<file path="config.mk">
export PLATFORM = sky130hd
export DESIGN_NAME = hazard_scoreboard_flat
export DESIGN_NICKNAME = d
export VERILOG_FILES = /design/src/rtl/mips_pipe_pkg.sv /design/src/rtl/hazard_scoreboard_if.sv /design/src/rtl/hazard_operand_check.sv /design/src/rtl/hazard_scoreboard.sv /design/src/flat_wrapper.sv
export SDC_FILE = /design/constraint.sdc
export NUM_CORES = 1
export LEC_CHECK = 0
export ABC_AREA = 1
export CELL_PAD_IN_SITES_DETAIL_PLACEMENT = 2
export CELL_PAD_IN_SITES_GLOBAL_PLACEMENT = 2
export CORE_MARGIN = 3
export CORE_UTILIZATION = 27
export DETAILED_ROUTE_END_ITERATION = 10
export PLACE_DENSITY = 0.75
export REMOVE_ABC_BUFFERS = 1
export SLEW_MARGIN = 10
export SYNTH_ARGS = -nofsm -noshare
export SYNTH_HDL_FRONTEND = slang
export SYNTH_SLANG_ARGS = --single-unit
</file>
<file path="constraint.sdc">
create_clock -name clk -period 2.85 [get_ports clk]
set_input_delay 0.7125 -clock clk [delete_from_list [all_inputs] [get_ports clk]]
set_output_delay 0.7125 -clock clk [all_outputs]
set_load 0.03 [all_outputs]
</file>
<file path="src/rtl/mips_pipe_pkg.sv">
// Shared constants and types for the MIPS 5-stage pipeline hazard logic.
// Covers register/Tnew widths, forwarding-select encodings and scoreboard entries.
package mips_pipe_pkg;

    localparam int REG_W = 5;
    localparam int T_W   = 2;

    // A Tuse of 3 means the operand is never read.
    localparam logic [T_W-1:0] TUSE_NONE = 2'd3;

    localparam logic [T_W-1:0] TNEW_LINK = 2'd0;
    localparam logic [T_W-1:0] TNEW_ALU  = 2'd1;
    localparam logic [T_W-1:0] TNEW_LOAD = 2'd2;

    typedef enum logic [1:0] {
        FWD_RF = 2'd0,
        FWD_E  = 2'd1,
        FWD_M  = 2'd2,
        FWD_W  = 2'd3
    } fwd_sel_e;

    typedef struct packed {
        logic [REG_W-1:0] a3;
        logic [T_W-1:0]   tnew;
    } sb_entry_t;

    // One pipeline step closer to the result; saturates at 0 instead of wrapping.
    function automatic logic [T_W-1:0] tnew_age(input logic [T_W-1:0] tnew);
        return (tnew == '0) ? '0 : tnew - 1'b1;
    endfunction

endpackage

</file>
<file path="src/rtl/hazard_scoreboard_if.sv">
// D-stage operand/destination info going in, stall and forwarding controls coming out.
// The pipeline drives through master; the scoreboard consumes through slave.
interface hazard_scoreboard_if;

    logic [mips_pipe_pkg::REG_W-1:0] rs_D;
    logic [mips_pipe_pkg::T_W-1:0]   rs_tuse_D;
    logic [mips_pipe_pkg::REG_W-1:0] rt_D;
    logic [mips_pipe_pkg::T_W-1:0]   rt_tuse_D;
    logic [mips_pipe_pkg::REG_W-1:0] a3_D;
    logic [mips_pipe_pkg::T_W-1:0]   tnew_D;

    logic       pc_en;
    logic       ifid_en;
    logic       idex_flush;
    logic [1:0] fwd_rs_D;
    logic [1:0] fwd_rt_D;

    modport master (
        output rs_D, rs_tuse_D, rt_D, rt_tuse_D, a3_D, tnew_D,
        input  pc_en, ifid_en, idex_flush, fwd_rs_D, fwd_rt_D
    );

    modport slave (
        input  rs_D, rs_tuse_D, rt_D, rt_tuse_D, a3_D, tnew_D,
        output pc_en, ifid_en, idex_flush, fwd_rs_D, fwd_rt_D
    );

endinterface

</file>
<file path="src/rtl/hazard_operand_check.sv">
// Tuse/Tnew hazard check for one D-stage source operand against the E/M/W scoreboard.
// The nearest matching stage decides both the stall and the forwarding source.
module hazard_operand_check
    import mips_pipe_pkg::*;
(
    input  logic [REG_W-1:0] reg_idx,
    input  logic [T_W-1:0]   tuse,
    input  sb_entry_t        e,
    input  sb_entry_t        m,
    input  logic [REG_W-1:0] w_a3,
    output logic             stall,
    output fwd_sel_e         fwd
);

    logic used;
    logic hit_e;
    logic hit_m;
    logic hit_w;

    // $0 is hard-wired, so it can never be produced by an in-flight instruction.
    assign used  = (tuse != TUSE_NONE) && (reg_idx != '0);
    assign hit_e = used && (e.a3 == reg_idx);
    assign hit_m = used && (m.a3 == reg_idx);
    assign hit_w = used && (w_a3 == reg_idx);

    // NOTE: every output gets a default first so no path through the if-chain infers a latch.
    always_comb begin
        stall = 1'b0;
        fwd   = FWD_RF;
        if (hit_e) begin
            stall = (e.tnew > tuse);
            if (e.tnew == '0) fwd = FWD_E;
        end else if (hit_m) begin
            stall = (m.tnew > tuse);
            if (m.tnew == '0) fwd = FWD_M;
        end else if (hit_w) begin
            fwd = FWD_W;
        end
    end

endmodule

</file>
<file path="src/rtl/hazard_scoreboard.sv">
// Central stall/forward controller: shadows the E/M/W destination registers and their Tnew,
// drives PC/IF-ID enables and the ID/EX flush, and picks D-stage forwarding sources.
module hazard_scoreboard
    import mips_pipe_pkg::*;
(
    input  logic                 clk,
    input  logic                 reset,
    hazard_scoreboard_if.slave   d
);

    sb_entry_t        e_q;
    sb_entry_t        m_q;
    logic [REG_W-1:0] w_a3_q;

    logic     stall_rs;
    logic     stall_rt;
    logic     stall;
    fwd_sel_e fwd_rs;
    fwd_sel_e fwd_rt;

    hazard_operand_check u_rs_check (
        .reg_idx (d.rs_D),
        .tuse    (d.rs_tuse_D),
        .e       (e_q),
        .m       (m_q),
        .w_a3    (w_a3_q),
        .stall   (stall_rs),
        .fwd     (fwd_rs)
    );

    hazard_operand_check u_rt_check (
        .reg_idx (d.rt_D),
        .tuse    (d.rt_tuse_D),
        .e       (e_q),
        .m       (m_q),
        .w_a3    (w_a3_q),
        .stall   (stall_rt),
        .fwd     (fwd_rt)
    );

    assign stall = stall_rs | stall_rt;

    assign d.pc_en      = ~stall;
    assign d.ifid_en    = ~stall;
    assign d.idex_flush = stall;
    assign d.fwd_rs_D   = fwd_rs;
    assign d.fwd_rt_D   = fwd_rt;

    // A stalled D instruction is replaced by a bubble in E, exactly like the ID/EX flush.
    // NOTE: state uses non-blocking assignments so every stage shifts from pre-edge values.
    always_ff @(posedge clk or negedge reset) begin
        if (!reset) begin
            e_q    <= '0;
            m_q    <= '0;
            w_a3_q <= '0;
        end else begin
            w_a3_q    <= m_q.a3;
            m_q.a3    <= e_q.a3;
            m_q.tnew  <= tnew_age(e_q.tnew);
            if (stall) begin
                e_q <= '0;
            end else begin
                e_q.a3   <= d.a3_D;
                e_q.tnew <= d.tnew_D;
            end
        end
    end

endmodule

</file>
<file path="src/flat_wrapper.sv">
// flat-port wrapper written by rule: the top's interface ports become plain ports
module hazard_scoreboard_flat import mips_pipe_pkg::*;
  (clk, reset, d_rs_D, d_rs_tuse_D, d_rt_D, d_rt_tuse_D, d_a3_D, d_tnew_D, d_pc_en, d_ifid_en, d_idex_flush, d_fwd_rs_D, d_fwd_rt_D);
  hazard_scoreboard_if d_i ();
  input  logic clk;
  input  logic reset;
  input wire logic [$bits(d_i.rs_D)-1:0] d_rs_D;
  input wire logic [$bits(d_i.rs_tuse_D)-1:0] d_rs_tuse_D;
  input wire logic [$bits(d_i.rt_D)-1:0] d_rt_D;
  input wire logic [$bits(d_i.rt_tuse_D)-1:0] d_rt_tuse_D;
  input wire logic [$bits(d_i.a3_D)-1:0] d_a3_D;
  input wire logic [$bits(d_i.tnew_D)-1:0] d_tnew_D;
  output wire logic [$bits(d_i.pc_en)-1:0] d_pc_en;
  output wire logic [$bits(d_i.ifid_en)-1:0] d_ifid_en;
  output wire logic [$bits(d_i.idex_flush)-1:0] d_idex_flush;
  output wire logic [$bits(d_i.fwd_rs_D)-1:0] d_fwd_rs_D;
  output wire logic [$bits(d_i.fwd_rt_D)-1:0] d_fwd_rt_D;
  assign d_i.rs_D = d_rs_D;
  assign d_i.rs_tuse_D = d_rs_tuse_D;
  assign d_i.rt_D = d_rt_D;
  assign d_i.rt_tuse_D = d_rt_tuse_D;
  assign d_i.a3_D = d_a3_D;
  assign d_i.tnew_D = d_tnew_D;
  assign d_pc_en = d_i.pc_en;
  assign d_ifid_en = d_i.ifid_en;
  assign d_idex_flush = d_i.idex_flush;
  assign d_fwd_rs_D = d_i.fwd_rs_D;
  assign d_fwd_rt_D = d_i.fwd_rt_D;
  hazard_scoreboard u_core (.clk(clk), .reset(reset), .d(d_i));
endmodule
</file>
==> Word-level counts from Yosys, hierarchy flattened <==
Index checks and enable logic that the tools add are counted.
{ "op_classes": {"eq_ne": 8, "n_bitwise": 2, "muxes": 14, "n_reduce_logical": 12, "magnitude_cmp": 4, "add_sub_neg": 1} }
{ "ops": {"columns": ["operator", "count"], "rows": [
  ["5-bit == test", 6],
  ["2-bit 2-to-1 mux", 8],
  ["5-bit nonzero test", 2],
  ["2-bit greater-than comparator", 4],
  ["1-bit logical AND", 8],
  ["7-bit 2-to-1 mux", 1],
  ["1-bit 2-to-1 mux", 5],
  ["2-bit logical NOT", 2],
  ["2-bit != test (second input constant)", 2],
  ["2-bit by 1-bit subtractor with 2-bit output (second input constant)", 1],
  ["1-bit inverter", 1],
  ["1-bit OR", 1]
]} }
{ "word_totals": {"elab_cells": 46, "inputBits": 23, "reg_bits": 19} }

==> Logic depth before layout (Yosys ltp) <==
{ "depth": {"ltp_word": 7, "depth_mapped": 11} }

==> Hierarchy <==
A second synthesis with hierarchy kept.
{ "unflattened": {"hier_cells": 224, "area_unflattened_um2": 1478.9} }
{ "by_module_without_submodules": {"columns": ["mod", "seq_area_each_um2", "cells_each", "area_each_um2", "n_inst"], "rows": [
  ["hazard_operand_check", 0.0, 91, 444.2, 2],
  ["hazard_scoreboard", 475.5, 42, 590.6, 1]
]} }

==> Worst setup path before layout <==
OpenSTA, ideal clock, no wires.
{ "synth_path": {"kind": "input-to-output", "start": "input port d_rt_tuse_D[1]", "end": "output port d_pc_en", "setup_slack_ps": 114, "t_arrival_ps": 2024, "t_required_ps": 2138, "n_path_buf": 1, "path_stages": 9, "path_cell_list": "inv_1 > ha_1 > a22oi_1 > nand3_1 > nor2_1 > nor2_2 > nand2_4 > inv_1 > buf_4"} }
{ "synth_via": {"elab_chain_len": 7, "word_cells_on_any_way": 10} }
{ "synth_rtl": {"columns": ["item", "line", "rtl"], "rows": [
  ["from (decl)", "flat_wrapper.sv:10", "input wire logic [$bits(d_i.rt_tuse_D)-1:0] d_rt_tuse_D;"],
  ["2-bit != test", "hazard_operand_check.sv:21", "assign used = (tuse != TUSE_NONE) && (reg_idx != '0);"],
  ["1-bit logical AND", "hazard_operand_check.sv:21", null],
  ["1-bit logical AND", "hazard_operand_check.sv:23", "assign hit_m = used && (m.a3 == reg_idx);"],
  ["1-bit 2-to-1 mux", "hazard_operand_check.sv:33", "end else if (hit_m) begin"],
  ["1-bit 2-to-1 mux *", "hazard_operand_check.sv:30", "if (hit_e) begin"],
  ["1-bit OR *", "hazard_scoreboard.sv:41", "assign stall = stall_rs | stall_rt;"],
  ["net d_idex_flush", "flat_wrapper.sv:15", "output wire logic [$bits(d_i.idex_flush)-1:0] d_idex_flush;"],
  ["1-bit inverter *", null, null],
  ["to (decl)", "flat_wrapper.sv:13", "output wire logic [$bits(d_i.pc_en)-1:0] d_pc_en;"]
]} }
The timed path passes the listed nets; every way through them passes the cells marked *.

==> Final worst setup path <==
{ "layout_path": {"start": "input port d_rt_tuse_D[0]", "end": "output port d_pc_en"} }
{ "layout_via": {"elab_chain_len": 7, "word_cells_on_any_way": 10} }
{ "layout_rtl": {"columns": ["item", "line", "rtl"], "rows": [
  ["2-bit != test", "hazard_operand_check.sv:21", null],
  ["1-bit logical AND", "hazard_operand_check.sv:21", null],
  ["1-bit logical AND", "hazard_operand_check.sv:23", null],
  ["1-bit 2-to-1 mux", "hazard_operand_check.sv:33", null],
  ["1-bit 2-to-1 mux *", "hazard_operand_check.sv:30", null],
  ["1-bit OR *", "hazard_scoreboard.sv:41", null],
  ["1-bit inverter *", "hazard_scoreboard.sv:43", "assign d.pc_en = ~stall;"]
]} }
Every way passes the cells marked *; elsewhere a longest branch is shown, timed or not.

==> metrics.txt <==
Hold Buf Count CTS 0; Final Hold Vio Count 0; crit path time final 2.73 ns; synth warn 0; CP Capture Type output port; Seq pwr share roughly 43%; dpl cell area 1800 um^2; Int Pwr 0.497 mW; DP HPWL 3660 um; total core area 4790 um^2; xor/xnor cell area share of the yosys netlist 14.3%; gr usage total 16.2%; vias in the first global route roughly 1500; PwrDens 398 nW/um^2; CTS Sinks 19; Cell Rows 25; Post-Route WL 4420 um; Yosys cell types 19; Synth Area in Compound Gates 3.34%; GR Layer Usage met3 under 10%; TritonCTS Buffers 3; startpoint types input port; GP Congestion roughly 0.75; Max VDD drop between 0.2 and 0.25 mV; CP arrival 2.02 ns; Die Y 76.7 um; Boundary Pins 30; flop2flop setup slack 1.21 ns; GR Layer Usage met2 28.6%; initial antenna violation count 0; Clk pin slew, worst setup/hold paths 0.08 ns; CTS tree done; netlist area before placement 1350 um^2; Post-Synth Simple-Gate Area 28.9%; skew final about 0.0016 ns; CTS root buf clkbuf_8; largest net degree at the start of global routing 20; clock share of power about 26%; Yosys reg bits 19; final instance area around 1900 um^2; Area growth syn-to-layout 39.9%; first-pass GRT wire length roughly 7600 um; most frequent cells in the layout nand2_1 (42), inv_1 (31), nor2_1 (22); DR pass1 iterations 4; DRT iter0 DRCs 14; Clock Latency Late Sink approximately 0.26 ns; Pins Over Slew Limit 0; Rel. slew slack 80.6%; via count 1342; switching share of power about a third; Avg Synthesized Cell Area 7.22 um^2; f_max 366 MHz; met1 usage approximately a fifth; DIE WIDTH 76.7 um; Diodes inserted 0; Sw Pwr 0.255 mW; Crit path required time 2.14 ns; hold_ws 0.466 ns; Adder-Cell Fraction of Synth Area around 7.4%; Worst Tran Pin Value 0.291 ns; # DRC 0; crit path max fanout 4; placed cells 295; Fill cells 575; status complete, no violations; post-synthesis sequential area ratio 35.2%; commonest non-fill, non-tap cell in the layout nand2_1; total power 0.752 mW; type of the worst min-delay path register to register; Final Instance Count excl. Fillers 299; H-tree depth 1; Detail Route Antenna Nets 0; max-cap viol count 0; fin nets 264; port buffer count 29; Tcrit/Tclk final 95.9%; clock buffer depth 2; largest family of logic cells by synthesized area simple AND/OR/NAND/NOR gates; gr busiest metal met2; Vias/cell 4.49; WL/cell between 10 and 15 um; Die ar. 5880 um^2; mux share of post-synthesis cell area 0%; Gate Count Post-Synth 187; share of cells above drive strength 1 around 20%; buffer count from post-CTS setup fixing 0; Gate power share 31.2%; Starting Density 28.2%; worst setup path class input port to output port; final setup violating endpoints 0; Pleak between 0.9 and 1 nW; grt total ovfl 0
==> worst max-delay path, cell delays in order <==
cell and delay, ns:
dlygate4sd2_1 0.25, buf_4 0.14, ha_1 0.28, nand2_1 0.07
o21ai_1 0.10, nor2_1 0.08, nor2_2 0.13, nand2_4 0.08
inv_2 0.07, buf_6 0.12
==> timing repair <==
action | CTS | global route
gates resized for setup | 26 | 16
gates cloned | 0 | 0
endpoints found under the setup margin | 7 | 6
pin swaps | 8 | 3
==> metal layers <==
metal  vias to the layer above  part of all wire (%)
met4                         0                   3.0
met5                         -                     0
met3                        10                   3.4
met1                       646                    42
met2                        29                    52
li1                        657                     -
==> final cells by class <==
cell class              count  area [um^2]  share of cell area (%)
multi-input cells         130          790                    41.8
clock inverters             1         7.51                   0.398
clock buffers               3         41.3                    2.19
inverters                  37          139                    7.36
repair buffers             42          352                    18.6
flip-flops and latches     19          475                    25.2
well taps                  67         83.8                    4.44
==> logic make-up (layout without fill, tap and decap cells) <==
family                   after synthesis  count (layout)
flip-flops                            19              19
AO/OA/AOI/OAI                          8               8
AND/OR/NAND/NOR                       92              92
adder cells (fa/ha/maj)                8               8
buffers and inverters                 38              83
XOR/XNOR                              22              22
==> state kept, by name, summed over array words and instances (netlist names) <==
signal	cells
u_core.m_q	7
u_core.e_q	7
u_core.w_a3_q	5
==> Yosys cell counts <==
cell type / number / area share (%)
a21oi_1: 1 / 0.37
a22oi_1: 2 / 1.1
buf_4: 1 / 0.56
dfrtp_1: 19 / 35
ha_1: 8 / 7.4
inv_1: 35 / 9.7
inv_2: 2 / 0.56
nand2_1: 43 / 12
nand2_4: 1 / 0.83
nand3_1: 12 / 4.4
nand3b_1: 1 / 0.56
nand4_1: 4 / 1.9
nor2_1: 27 / 7.5
nor2_2: 2 / 0.93
nor2b_1: 1 / 0.46
nor3_1: 1 / 0.37
o21ai_0: 5 / 1.9
xnor2_1: 12 / 7.8
xor2_1: 10 / 6.5
==> path summary, 6_finish.rpt <==
check	cells past startpoint	startpoint	endpoint
max in group asynchronous	2	reset	u_core.w_a3_q[3]
worst min register to register	0	u_core.m_q[4]	u_core.w_a3_q[2]
min in group asynchronous	2	reset	u_core.e_q[3]
worst max-delay path	10	d_rt_tuse_D[0]	d_pc_en
worst min-delay path	0	u_core.m_q[4]	u_core.w_a3_q[2]
worst max register to register	9	u_core.m_q[1]	u_core.e_q[6]
==> power groups by stage <==
stage | clock network, mW | registers, mW | logic [mW]
finish | 0.194 | 0.323 | 0.235
floorplan | 0 | 0.316 | 0.121
global route | 0.210 | 0.328 | 0.267
CTS | 0.202 | 0.324 | 0.236
global placement | 0 | 0.324 | 0.211
detailed placement | 0 | 0.328 | 0.228
==> stage by stage <==
step | utilization, % | setup WS [ns] | setup TNS (ns)
6_report | 39.5 | 0.116 | 0
5_1_grt | 39.5 | -0.00659 | -0.00659
4_1_cts | 39.3 | 0.0637 | 0
3_5_place_dp | 37.5 | -0.245 | -1.07
3_3_place_gp | 37.5 | -0.188 | -0.753
2_1_floorplan | - | 0.183 | 0
Power figures use the tool's default switching activity.
==> RTL change, RTL diff (same settings) <==
Reset style: synchronous (`reset`), changed in one clocked block.
--- a/src/rtl/hazard_scoreboard.sv
+++ b/src/rtl/hazard_scoreboard.sv
@@ -48,7 +48,7 @@
 
     // A stalled D instruction is replaced by a bubble in E, exactly like the ID/EX flush.
     // NOTE: state uses non-blocking assignments so every stage shifts from pre-edge values.
-    always_ff @(posedge clk or negedge reset) begin
+    always_ff @(posedge clk) begin
         if (!reset) begin
             e_q    <= '0;
             m_q    <= '0;
Function: differs if reset is asserted again (counterexample within 4 cycles, from zero or initial values and one cycle with reset low); with reset held inactive, the same outputs for 10 cycles.
==> RTL change against the unedited design <==
  * Maximum frequency is 1.1% lower
  * Power is 7.6% lower
  * Wire length is 1.6% lower
  * Setup slack worse by 0.030 ns
  * Final area hardly changed
  * Die area is 2.6% lower
  * Sequential cell count stayed put
  * Global-route usage is 0.45 points higher
  * Area after synthesis is 2.9% lower
  * Sequential power is 7.7% lower
  * Register-to-register slack worse by 0.23 ns
  * Critical endpoint unchanged
  * Largest power group unchanged
  * Highest routed layer unchanged
==> RTL change: results (changes against the unedited design) <==
- Result of the run: finished clean
- Number of cells traversed by the worst register-to-register path: 12 (+3)
- Global-route wire length before repair: 7140 um (-6.3%)
- Max frequency: 362 MHz (-1.1%)
- Post-Place Setup Slack: -0.313 ns (-0.0673 ns)
- Routability Congestion: 0.778 (+4.3%)
- Non-clock inverter instance count of the final layout: 42 (+14%)
- Post-route clock skew: 0.00131 ns (-0.000267 ns)
- Cell types with the highest counts after synthesis: sky130_fd_sc_hd__nand2_1, sky130_fd_sc_hd__inv_1, sky130_fd_sc_hd__nor2_1
- Setup repair bufs after CTS: 1 (+1)
- Number of search-and-repair iterations in the first detailed-routing pass: 3 (-1)
- Largest vdd supply drop: 0.198 mV (-7.8%)
- Highest-delay cell along the critical path: sky130_fd_sc_hd__dlygate4sd2_1
- RR Startpoint: u_core.e_q[5]$_SDFF_PP0_
- Fraction of final layout cells with drive strength greater than 1: 26.6% (+6.3 points)
- Wirelength per Cell: 14.2 um (-3.9%)
- Area occupied by multi-input gates: 862 sq um (+9.2%)
- Post-placement cell area: 0.00174 sq mm (-3.3%)
- Non-clock buffer total of the final layout: 44 (+4.8%)
- Start point of the worst hold path: u_core.e_q[0]$_SDFF_PP0_
- Arrival time at the worst endpoint: 2.05 ns (+0.03 ns)
- Number of multi-input combinational cells in the layout: 132 (+1.5%)
- Setup crit start: d_rt_D[4]
- Fraction of standard cell area in multi-input logic: 45.6% (+3.8 points)
- Transition time at the pin with the least slew margin: 0.522 ns (+0.231 ns)
- DR vias: 1377 (+2.6%)
- Die Area: 0.00573 sq mm (-2.6%)
- Resized cells post-CTS: 35 (+35%)
- Static Leakage: 0.000989 uW (+1.3%)
- Post-synthesis cell type count: 20 (+1)
- Cell types occupying the most area after synthesis: sky130_fd_sc_hd__dfxtp_1, sky130_fd_sc_hd__nand2_1, sky130_fd_sc_hd__inv_1, sky130_fd_sc_hd__ha_1, sky130_fd_sc_hd__xor2_1
## RTL change: cell count changes after synthesis, sizes merged, moves of 3 or more
cell,unedited run,this run
inv,37,42
dfrtp,19,0
nand2,44,47
nor3,1,5
dfxtp,0,19
nor2,29,25
## RTL change: layer usage
layer / track usage [%] / vias up / routed length [um]
met1: 20.2 / 663 / 1960
li1: - / 680 / -
met2: 29.8 / 26 / 2150
met4: 7.18 / 0 / 102
met3: 1.58 / 8 / 132
met5: 0 / - / 0
## RTL change: cell families after synthesis
logic type      share of synthesized area [%]
simple gates                             30.4
buf+inv                                  12.9
xor+xnor                                 15.4
flops                                    29.0
compound gates                           3.72
fa+ha+maj                                8.59
## RTL change: power by group through the flow
stage	clock [uW]	combinational, uW	sequential, uW
6_report	193	204	298
5_1_grt	211	231	300
4_1_cts	203	196	297
3_5_place_dp	0	191	303
3_3_place_gp	0	179	302
2_1_floorplan	0	102	296
